**src/rtl/pc_fetch_unit_pkg.sv**
```systemverilog
// Shared types and default vectors for the IF-stage PC generator.
package pc_pkg;

  typedef enum logic [1:0] {RUN, HOLD, PEND} pc_state_t;

  typedef enum logic [2:0] {
    SRC_SEQ, SRC_BR, SRC_JMP, SRC_ERET, SRC_EXC, SRC_PEND
  } redir_src_t;

  localparam logic [31:0] PC_RESET_VEC = 32'h0000_3000;
  localparam logic [31:0] PC_EXC_VEC   = 32'h0000_4180;

endpackage

```
**src/rtl/pc_fetch_unit_if.sv**
```systemverilog
// Redirect requests in, fetch address and status out.
interface pc_fetch_unit_if #(
    parameter int ADDR_W = 32
);
    logic              update_en, busy;
    logic              br_taken, jmp_valid, eret_req, exc_req;
    logic [ADDR_W-1:0] br_target, jmp_target, epc;
    logic [ADDR_W-1:0] pc_current, pc_plus, bad_addr;
    logic              redir_pending, addr_err;

    modport master (
        output update_en, busy, br_taken, br_target, jmp_valid, jmp_target,
               eret_req, epc, exc_req,
        input  pc_current, pc_plus, redir_pending, addr_err, bad_addr
    );

    modport slave (
        input  update_en, busy, br_taken, br_target, jmp_valid, jmp_target,
               eret_req, epc, exc_req,
        output pc_current, pc_plus, redir_pending, addr_err, bad_addr
    );
endinterface

```
**src/rtl/pc_fetch_unit_redirect_arb.sv**
```systemverilog
// Priority select of the next-PC source: exc > eret > jmp > br > pending > sequential.
import pc_pkg::*;

module pc_redirect_arb #(
    parameter int              ADDR_W  = 32,
    parameter logic [ADDR_W-1:0] EXC_VEC = PC_EXC_VEC[ADDR_W-1:0]
) (
    input  logic              exc_req,
    input  logic              eret_req,
    input  logic              jmp_valid,
    input  logic              br_taken,
    input  logic              pend_valid,
    input  logic [ADDR_W-1:0] epc,
    input  logic [ADDR_W-1:0] jmp_target,
    input  logic [ADDR_W-1:0] br_target,
    input  logic [ADDR_W-1:0] pend_target,
    input  logic [ADDR_W-1:0] pc_plus,
    output redir_src_t        src,
    output logic [ADDR_W-1:0] target
);
    always_comb begin
        src    = SRC_SEQ;
        target = pc_plus;
        if (exc_req) begin
            src    = SRC_EXC;
            target = EXC_VEC;
        end else if (eret_req) begin
            src    = SRC_ERET;
            target = epc;
        end else if (jmp_valid) begin
            src    = SRC_JMP;
            target = jmp_target;
        end else if (br_taken) begin
            src    = SRC_BR;
            target = br_target;
        end else if (pend_valid) begin
            src    = SRC_PEND;
            target = pend_target;
        end
    end
endmodule

```
**src/rtl/pc_fetch_unit.sv**
```systemverilog
// IF-stage PC register with stall handling and a one-deep redirect buffer.
// Optional misaligned-target trap is enabled by defining PC_ALIGN_CHECK_EN.
import pc_pkg::*;

module pc_fetch_unit #(
    parameter int                ADDR_W     = 32,
    parameter logic [ADDR_W-1:0] RESET_VEC  = PC_RESET_VEC[ADDR_W-1:0],
    parameter logic [ADDR_W-1:0] EXC_VEC    = PC_EXC_VEC[ADDR_W-1:0],
    parameter int                STEP       = 4,
    parameter int                ALIGN_BITS = 2
) (
    input  logic          clk,
    input  logic          reset,
    pc_fetch_unit_if.slave bus
);
    pc_state_t         state;
    redir_src_t        src;
    logic [ADDR_W-1:0] pc_q, pend_tgt, sel_tgt, bad_q;
    logic              err_q, stall, live, misalign;

    assign stall = !bus.update_en || bus.busy;
    assign live  = bus.eret_req || bus.jmp_valid || bus.br_taken;

    assign bus.pc_current    = pc_q;
    assign bus.pc_plus       = pc_q + ADDR_W'(STEP);
    assign bus.redir_pending = (state == PEND);
    assign bus.addr_err      = err_q;
    assign bus.bad_addr      = bad_q;

    pc_redirect_arb #(.ADDR_W(ADDR_W), .EXC_VEC(EXC_VEC)) u_arb (
        .exc_req    (bus.exc_req),
        .eret_req   (bus.eret_req),
        .jmp_valid  (bus.jmp_valid),
        .br_taken   (bus.br_taken),
        .pend_valid (state == PEND),
        .epc        (bus.epc),
        .jmp_target (bus.jmp_target),
        .br_target  (bus.br_target),
        .pend_target(pend_tgt),
        .pc_plus    (bus.pc_plus),
        .src        (src),
        .target     (sel_tgt)
    );

`ifdef PC_ALIGN_CHECK_EN
    // Checked at apply time only; sequential and exception vectors are trusted.
    assign misalign = (src inside {SRC_BR, SRC_JMP, SRC_ERET, SRC_PEND}) &&
                      (|sel_tgt[ALIGN_BITS-1:0]);
`else
    assign misalign = 1'b0;
`endif

    always_ff @(posedge clk) begin
        if (!reset) begin
            pc_q     <= RESET_VEC;
            pend_tgt <= '0;
            state    <= RUN;
            err_q    <= 1'b0;
            bad_q    <= '0;
        end else begin
            err_q <= 1'b0;
            if (bus.exc_req) begin
                pc_q  <= EXC_VEC;
                state <= RUN;
            end else if (stall) begin
                // Live redirect outranks pending in the arbiter, so newest wins.
                if (live) begin
                    pend_tgt <= sel_tgt;
                    state    <= PEND;
                end else if (state == RUN) begin
                    state <= HOLD;
                end
            end else begin
                state <= RUN;
                if (misalign) begin
                    pc_q  <= EXC_VEC;
                    err_q <= 1'b1;
                    bad_q <= sel_tgt;
                end else begin
                    pc_q <= sel_tgt;
                end
            end
        end
    end
endmodule
```
**src/flat_wrapper.sv**
```systemverilog
// flat-port wrapper written by rule: the top's interface ports become plain ports
module pc_fetch_unit_flat 
#(
    parameter int                ADDR_W     = 32,
    parameter logic [ADDR_W-1:0] RESET_VEC  = PC_RESET_VEC[ADDR_W-1:0],
    parameter logic [ADDR_W-1:0] EXC_VEC    = PC_EXC_VEC[ADDR_W-1:0],
    parameter int                STEP       = 4,
    parameter int                ALIGN_BITS = 2
)
  (clk, reset, bus_update_en, bus_busy, bus_br_taken, bus_br_target, bus_jmp_valid, bus_jmp_target, bus_eret_req, bus_epc, bus_exc_req, bus_pc_current, bus_pc_plus, bus_redir_pending, bus_addr_err, bus_bad_addr);
  pc_fetch_unit_if #(.ADDR_W(ADDR_W)) bus_i ();
  input  logic clk;
  input  logic reset;
  input wire logic [$bits(bus_i.update_en)-1:0] bus_update_en;
  input wire logic [$bits(bus_i.busy)-1:0] bus_busy;
  input wire logic [$bits(bus_i.br_taken)-1:0] bus_br_taken;
  input wire logic [$bits(bus_i.br_target)-1:0] bus_br_target;
  input wire logic [$bits(bus_i.jmp_valid)-1:0] bus_jmp_valid;
  input wire logic [$bits(bus_i.jmp_target)-1:0] bus_jmp_target;
  input wire logic [$bits(bus_i.eret_req)-1:0] bus_eret_req;
  input wire logic [$bits(bus_i.epc)-1:0] bus_epc;
  input wire logic [$bits(bus_i.exc_req)-1:0] bus_exc_req;
  output wire logic [$bits(bus_i.pc_current)-1:0] bus_pc_current;
  output wire logic [$bits(bus_i.pc_plus)-1:0] bus_pc_plus;
  output wire logic [$bits(bus_i.redir_pending)-1:0] bus_redir_pending;
  output wire logic [$bits(bus_i.addr_err)-1:0] bus_addr_err;
  output wire logic [$bits(bus_i.bad_addr)-1:0] bus_bad_addr;
  assign bus_i.update_en = bus_update_en;
  assign bus_i.busy = bus_busy;
  assign bus_i.br_taken = bus_br_taken;
  assign bus_i.br_target = bus_br_target;
  assign bus_i.jmp_valid = bus_jmp_valid;
  assign bus_i.jmp_target = bus_jmp_target;
  assign bus_i.eret_req = bus_eret_req;
  assign bus_i.epc = bus_epc;
  assign bus_i.exc_req = bus_exc_req;
  assign bus_pc_current = bus_i.pc_current;
  assign bus_pc_plus = bus_i.pc_plus;
  assign bus_redir_pending = bus_i.redir_pending;
  assign bus_addr_err = bus_i.addr_err;
  assign bus_bad_addr = bus_i.bad_addr;
  pc_fetch_unit #(.ADDR_W(ADDR_W), .RESET_VEC(RESET_VEC), .EXC_VEC(EXC_VEC), .STEP(STEP), .ALIGN_BITS(ALIGN_BITS)) u_core (.clk(clk), .reset(reset), .bus(bus_i));
endmodule
```
**config.mk**
```make
export PLATFORM = sky130hd
export DESIGN_NAME = pc_fetch_unit_flat
export DESIGN_NICKNAME = d
export VERILOG_FILES = /design/src/rtl/pc_fetch_unit_pkg.sv /design/src/rtl/pc_fetch_unit_if.sv /design/src/rtl/pc_fetch_unit_redirect_arb.sv /design/src/rtl/pc_fetch_unit.sv /design/src/flat_wrapper.sv
export SDC_FILE = /design/constraint.sdc
export NUM_CORES = 1
export LEC_CHECK = 0
export CAP_MARGIN = 20
export CORE_ASPECT_RATIO = 0.5
export CORE_MARGIN = 2
export CORE_UTILIZATION = 46
export DETAILED_ROUTE_END_ITERATION = 10
export PLACE_DENSITY = 0.87
export SLEW_MARGIN = 20
export SYNTH_ARGS = -nofsm -noshare
export SYNTH_HDL_FRONTEND = slang
export SYNTH_SLANG_ARGS = --single-unit
```
**constraint.sdc**
```tcl
create_clock -name clk -period 3.9 [get_ports clk]
set_input_delay 0.78 -clock clk [delete_from_list [all_inputs] [get_ports clk]]
set_output_delay 0.78 -clock clk [all_outputs]
set_load 0.02 [all_outputs]
```
=== Word level (Yosys, flattened, before mapping) ===
Index checks and enable logic that the tools add are counted.

* Add/subtract/negate cells: 1
* Multipliers: 0
* Div/mod/pow operators: 0
* $lt $le $gt $ge: 0
* Equal/unequal tests: 2
* Shifts and indexed selects: 0
* Multiplexer cells: 8
* Bitwise operators: 3
* Reduce and logical (&&, ||, !) cells: 10

{| class="wikitable"
|+ Operator list
! operator !! count
|-
| 2-to-1 mux 32 bit || 4
|-
| adder 32 x 3 -> 32 bit, second input constant || 1
|-
| 2-to-1 mux 15 bit || 2
|-
| 2-to-1 mux 2 bit || 2
|-
| OR reduction 4 bit || 1
|-
| logical OR 1 bit || 3
|-
| inverter 1 bit || 3
|-
| AND reduction 3 bit || 1
|-
| OR reduction 3 bit || 1
|-
| equality test 2 bit, second input constant || 1
|-
| logical NOT 2 bit || 1
|-
| inequality test 2 bit, second input constant || 1
|-
| nonzero test 2 bit || 1
|-
| OR reduction 2 bit || 1
|-
| logical NOT 1 bit || 1
|}

* Register bits: 66
* Latch bits: 0
* Memory bits (writable): 0
* Bits in read-only memories: 0
* Input port bits: 104
* Memories kept: 0

=== Longest topological paths before layout ===
* Word-level depth: 7
* Mapped depth: 8

=== Modules after synthesis ===
Synthesis repeated with hierarchy kept, for this count alone.

* Cell total of the unflattened synthesis: 568
* Area total of the unflattened synthesis: 4496.8 um2

{| class="wikitable"
|+ By module, submodules not included
! module !! times used !! cells each !! area each (um2) !! sequential area each (um2)
|-
| pc_fetch_unit || 1 || 405 || 3216.8 || 1321.3
|-
| pc_redirect_arb || 1 || 163 || 1280.0 || 0.0
|}

=== Worst setup path after synthesis ===
Ideal clock, no wire load.

* Path kind: reg2out
* Start: register u_core.pc_q[12], in the netlist u_core.bus.pc_current[12]
* End: output bus_pc_plus[30]
* Data arrival time: 1878 ps
* Required time: 3120 ps
* Setup slack: 1242 ps
* Stages on the path, launching flop included: 5
* Path buffers: 0
* Cells stage by stage: dfxtp_1 and4_1 nand3_4 nor4_1 xor2_1

* Longest elaborated chain between the ends: 1

{| class="wikitable"
|+ Ends and longest elaborated chain
! what !! RTL line !! text
|-
| start: declaration || pc_fetch_unit.sv:18 || <nowiki>logic [ADDR_W-1:0] pc_q, pend_tgt, sel_tgt, bad_q;</nowiki>
|-
| start signal: assignment || pc_fetch_unit.sv:80 || <nowiki>pc_q <= sel_tgt;</nowiki>
|-
| adder 32 x 3 -> 32 bit || pc_fetch_unit.sv:25 || <nowiki>assign bus.pc_plus = pc_q + ADDR_W'(STEP);</nowiki>
|-
| end: declaration || flat_wrapper.sv:24 || <nowiki>output wire logic [$bits(bus_i.pc_plus)-1:0] bus_pc_plus;</nowiki>
|}

No other way between the ends.

=== Worst setup path after layout ===
* Start: register u_core.pc_q[2], in the netlist u_core.bus.pc_current[2]
* End: output bus_pc_plus[30]

The elaborated chain is that of the path after synthesis.

==> results.yml <==
clock_network:
  tritoncts: "built"
  numCtsBuffers: 9
  htreeDepth: 3
  path_clk_slew_ns: 0.06
  clk_path_buf_depth: 2
  postCtsSetupRepairBufs: 0
  cts-root-buf: "clkbuf_16"
  ctsHoldBuffers: 0
  cts_resized: 0
  cts.sink_count: 66
  insertion_delay_ns: 0.34
worst_hold_path:
  hold_path.startpoint: "u_core.pend_tgt[4]"
  min_to: "u_core.pend_tgt[4]"
  hp-class: "register to register"
  whs_path_depth: 2
die:
  die_h_um: 74.57
  die_width_um: 145.1
  io_pins: 202
  core_area_mm2: 0.009572
  initial_utilization: 0.4787
  rows: 25
  die_area_mm2: 0.01082
critical_path:
  reg2regPathDepth: 9
  path_delay_family: "simple AND/OR/NAND/NOR gates"
  r2r_slack_ns: 1.21
  worst_path_max_delay_cell: "clkdlybuf4s50_1"
  worstReg2RegStart: "u_core.state[0]"
  worst-path-buf-inv: 1
  crit_required_ns: 3.12
  startpoint_type: "register"
  crit_chain: "ha_1, nand3_4, nor4_1, xor2_1, clkdlybuf4s50_1"
  crit_path_end_kind: "output pin"
  critPathMaxStageDelay_ns: 0.65
  rr_endpoint: "u_core.pend_tgt[9]"
  worstPathMaxFanout: 7
  crit_type: "register to output pin"
  crit_arrival_ns: 2.94
synth:
  ys.flop_type: "dfxtp_1"
  syn_inst: 615
  ys_ff_latch: 66
  ys_warn_count: 0
  yosys.area.top_type: "dfxtp_1"
  synth.distinct_cells: 65
  synthTopCellsByArea: "dfxtp_1 (29%), nand2_1 (6.6%), buf_4 (5.7%)"
  synth_seq_area_share: 0.2884
  async_reset_ff_frac: 0
  syn-mean-instance-area_um2: 7.450
  syn_area_mm2: 0.004582
  synth_edf_count: 0
  yosys.area.top_type_share: 0.2884
sta:
  drv_slew: 0
  rsz0062_at_grt: "no"
  fin_crit_sh: 0.9536
  setup_viol: 0
  tightest_slew_ns: 1.003
  setup-tns-final_ns: 0
  hold_ws_ns: 0.4593
  hold_viol_final: 0
  fin_crit_ns: 3.719
  worst_slack_ns: 0.1810
  skew_ns: 0.005662
  fmax_mhz: 268.9
  relSlewSlack: 0.3314
place:
  port_buffers: 168
  gp_congestion: 0.9511
  place_hpwl_um: 12340
  dp_slack_ns: 0.6337
global_route:
  antenna_found_initial: 0
  grt_max_degree: 28
  grt_usage: 0.3117
  grt_first_pass_wirelength_um: 26520
  gr-total-overflow: 0
  grt_pass1_vias: 5252
cells_and_area:
  seq_area_mm2: 0.001321
  drive_above_1_share: 0.06959
  final_util: 0.6852
  multiInputGateArea_mm2: 0.002894
  area_growth_pct: 43.15
  diodes: 0
  n_fill_cell: 816
  nets: 876
power_and_ir_drop:
  powerDensity_mw_per_mm2: 303.7
  p_leak_uw: 0.002600
  ir_drop_v: 0.0002116
detailed_routing:
  via_per_inst: 5.980
  wl_per_cell_um: 18.83
  wl_um: 17160
  drt-initial-drc-count: 595
  drt.antenna.violating_nets: 0
  first_pass_iters: 7
  num_vias: 5448
  drc: 0
status:
  status: "finished, final reports clean"
run:
  max-cap-violations: 0
## placed cells by master (no fill, tap or decap), types with 8 or more instances in the layout
master,synthesis,routed
clkdlybuf4s50_1,0,167
nand2_1,81,81
dfxtp_1,66,66
nor2_1,54,54
o21ai_0,52,52
a21oi_1,41,41
conb_1,1,33
nand3_1,23,23
buf_4,35,23
xnor2_1,16,16
inv_1,12,12
xor2_1,10,10
o211ai_1,10,10
o31ai_1,10,10
a211oi_1,9,9
a22o_1,9,9
clkbuf_16,0,9
or3_1,8,8
nand2b_1,8,8
o22ai_1,8,8
## per-layer routing
layer / global-route usage / routed length (um)
met1: 0.3868 / 6858
met2: 0.5376 / 7901
met3: 0.08773 / 1983
met4: 0.1068 / 412
met5: 0 / 0
## metrics by stage
stage                     cells  area [um2]  total power, uW
after floorplan             647        4702             1033
after global routing        911        6559             2062
final                       911        6559             1992
after detailed placement    895        6286             1241
after global placement      895        6286             1233
after CTS                   911        6559             1986
## logic make-up after synthesis
group | synth area share
compound gates | 0.2966
xor+xnor | 0.05325
flops | 0.2884
buf+inv | 0.1084
mux | 0.01338
other cells | 0.0008184
simple gates | 0.2365
fa+ha+maj | 0.002730
## worst max path at each step
| stage | startpoint | end | slack [ns] | cells after the start |
|---|---|---|---|---|
| finish | u_core.bus.pc_current[2] | bus_pc_plus[30] | 0.18 | 5 |
| global route | u_core.bus.pc_current[2] | bus_pc_plus[30] | 0.05 | 5 |
| CTS | u_core.bus.pc_current[2] | bus_pc_plus[30] | 0.23 | 5 |
| detailed placement | u_core.bus.pc_current[4] | bus_pc_plus[31] | 0.63 | 5 |
| global placement | u_core.bus.pc_current[4] | bus_pc_plus[31] | 0.71 | 5 |
| floorplan | u_core.bus.pc_current[12] | bus_pc_plus[30] | 1.24 | 4 |
## synth_stat cells, types with 5 or more instances
cell type	count
a211oi_1	9
a21o_1	7
a21oi_1	41
a221oi_1	7
a222oi_1	6
a22o_1	9
a32oi_1	6
and3_1	5
buf_2	9
buf_4	35
clkbuf_1	29
dfxtp_1	66
inv_1	12
mux2i_1	5
nand2_1	81
nand2b_1	8
nand3_1	23
nand4_1	7
nor2_1	54
nor3_1	9
o211ai_1	10
o21ai_0	52
o22ai_1	8
o2bb2ai_1	6
o31ai_1	10
or3_1	8
xnor2_1	16
xor2_1	10
## tightest hold or removal path: stages, from the launching register on
cell     delay (ns)
dfxtp_1        0.31
nand2_1        0.05
a21oi_1        0.05
## cell type report
cell class	count	share of cell area
Clock inverter	5	0.004578
Inverter	14	0.008012
Sequential cell	66	0.2015
Tap cell	135	0.02575
Timing Repair Buffer	191	0.2820
Clock buffer	11	0.03701
Multi-Input combinational cell	489	0.4412
## flip-flops by register name (all words and copies together), names as in the netlist
name and flops:
u_core.state 2, u_core.bus.pc_current 32, u_core.pend_tgt 32
## power breakdown
group | internal, uW | switching (uW) | total, uW
registers | 712 | 32.6 | 745
logic | 227 | 272 | 498
clock network | 444 | 305 | 748
total | 1380 | 609 | 1990
(Power assumes the default switching activity.)
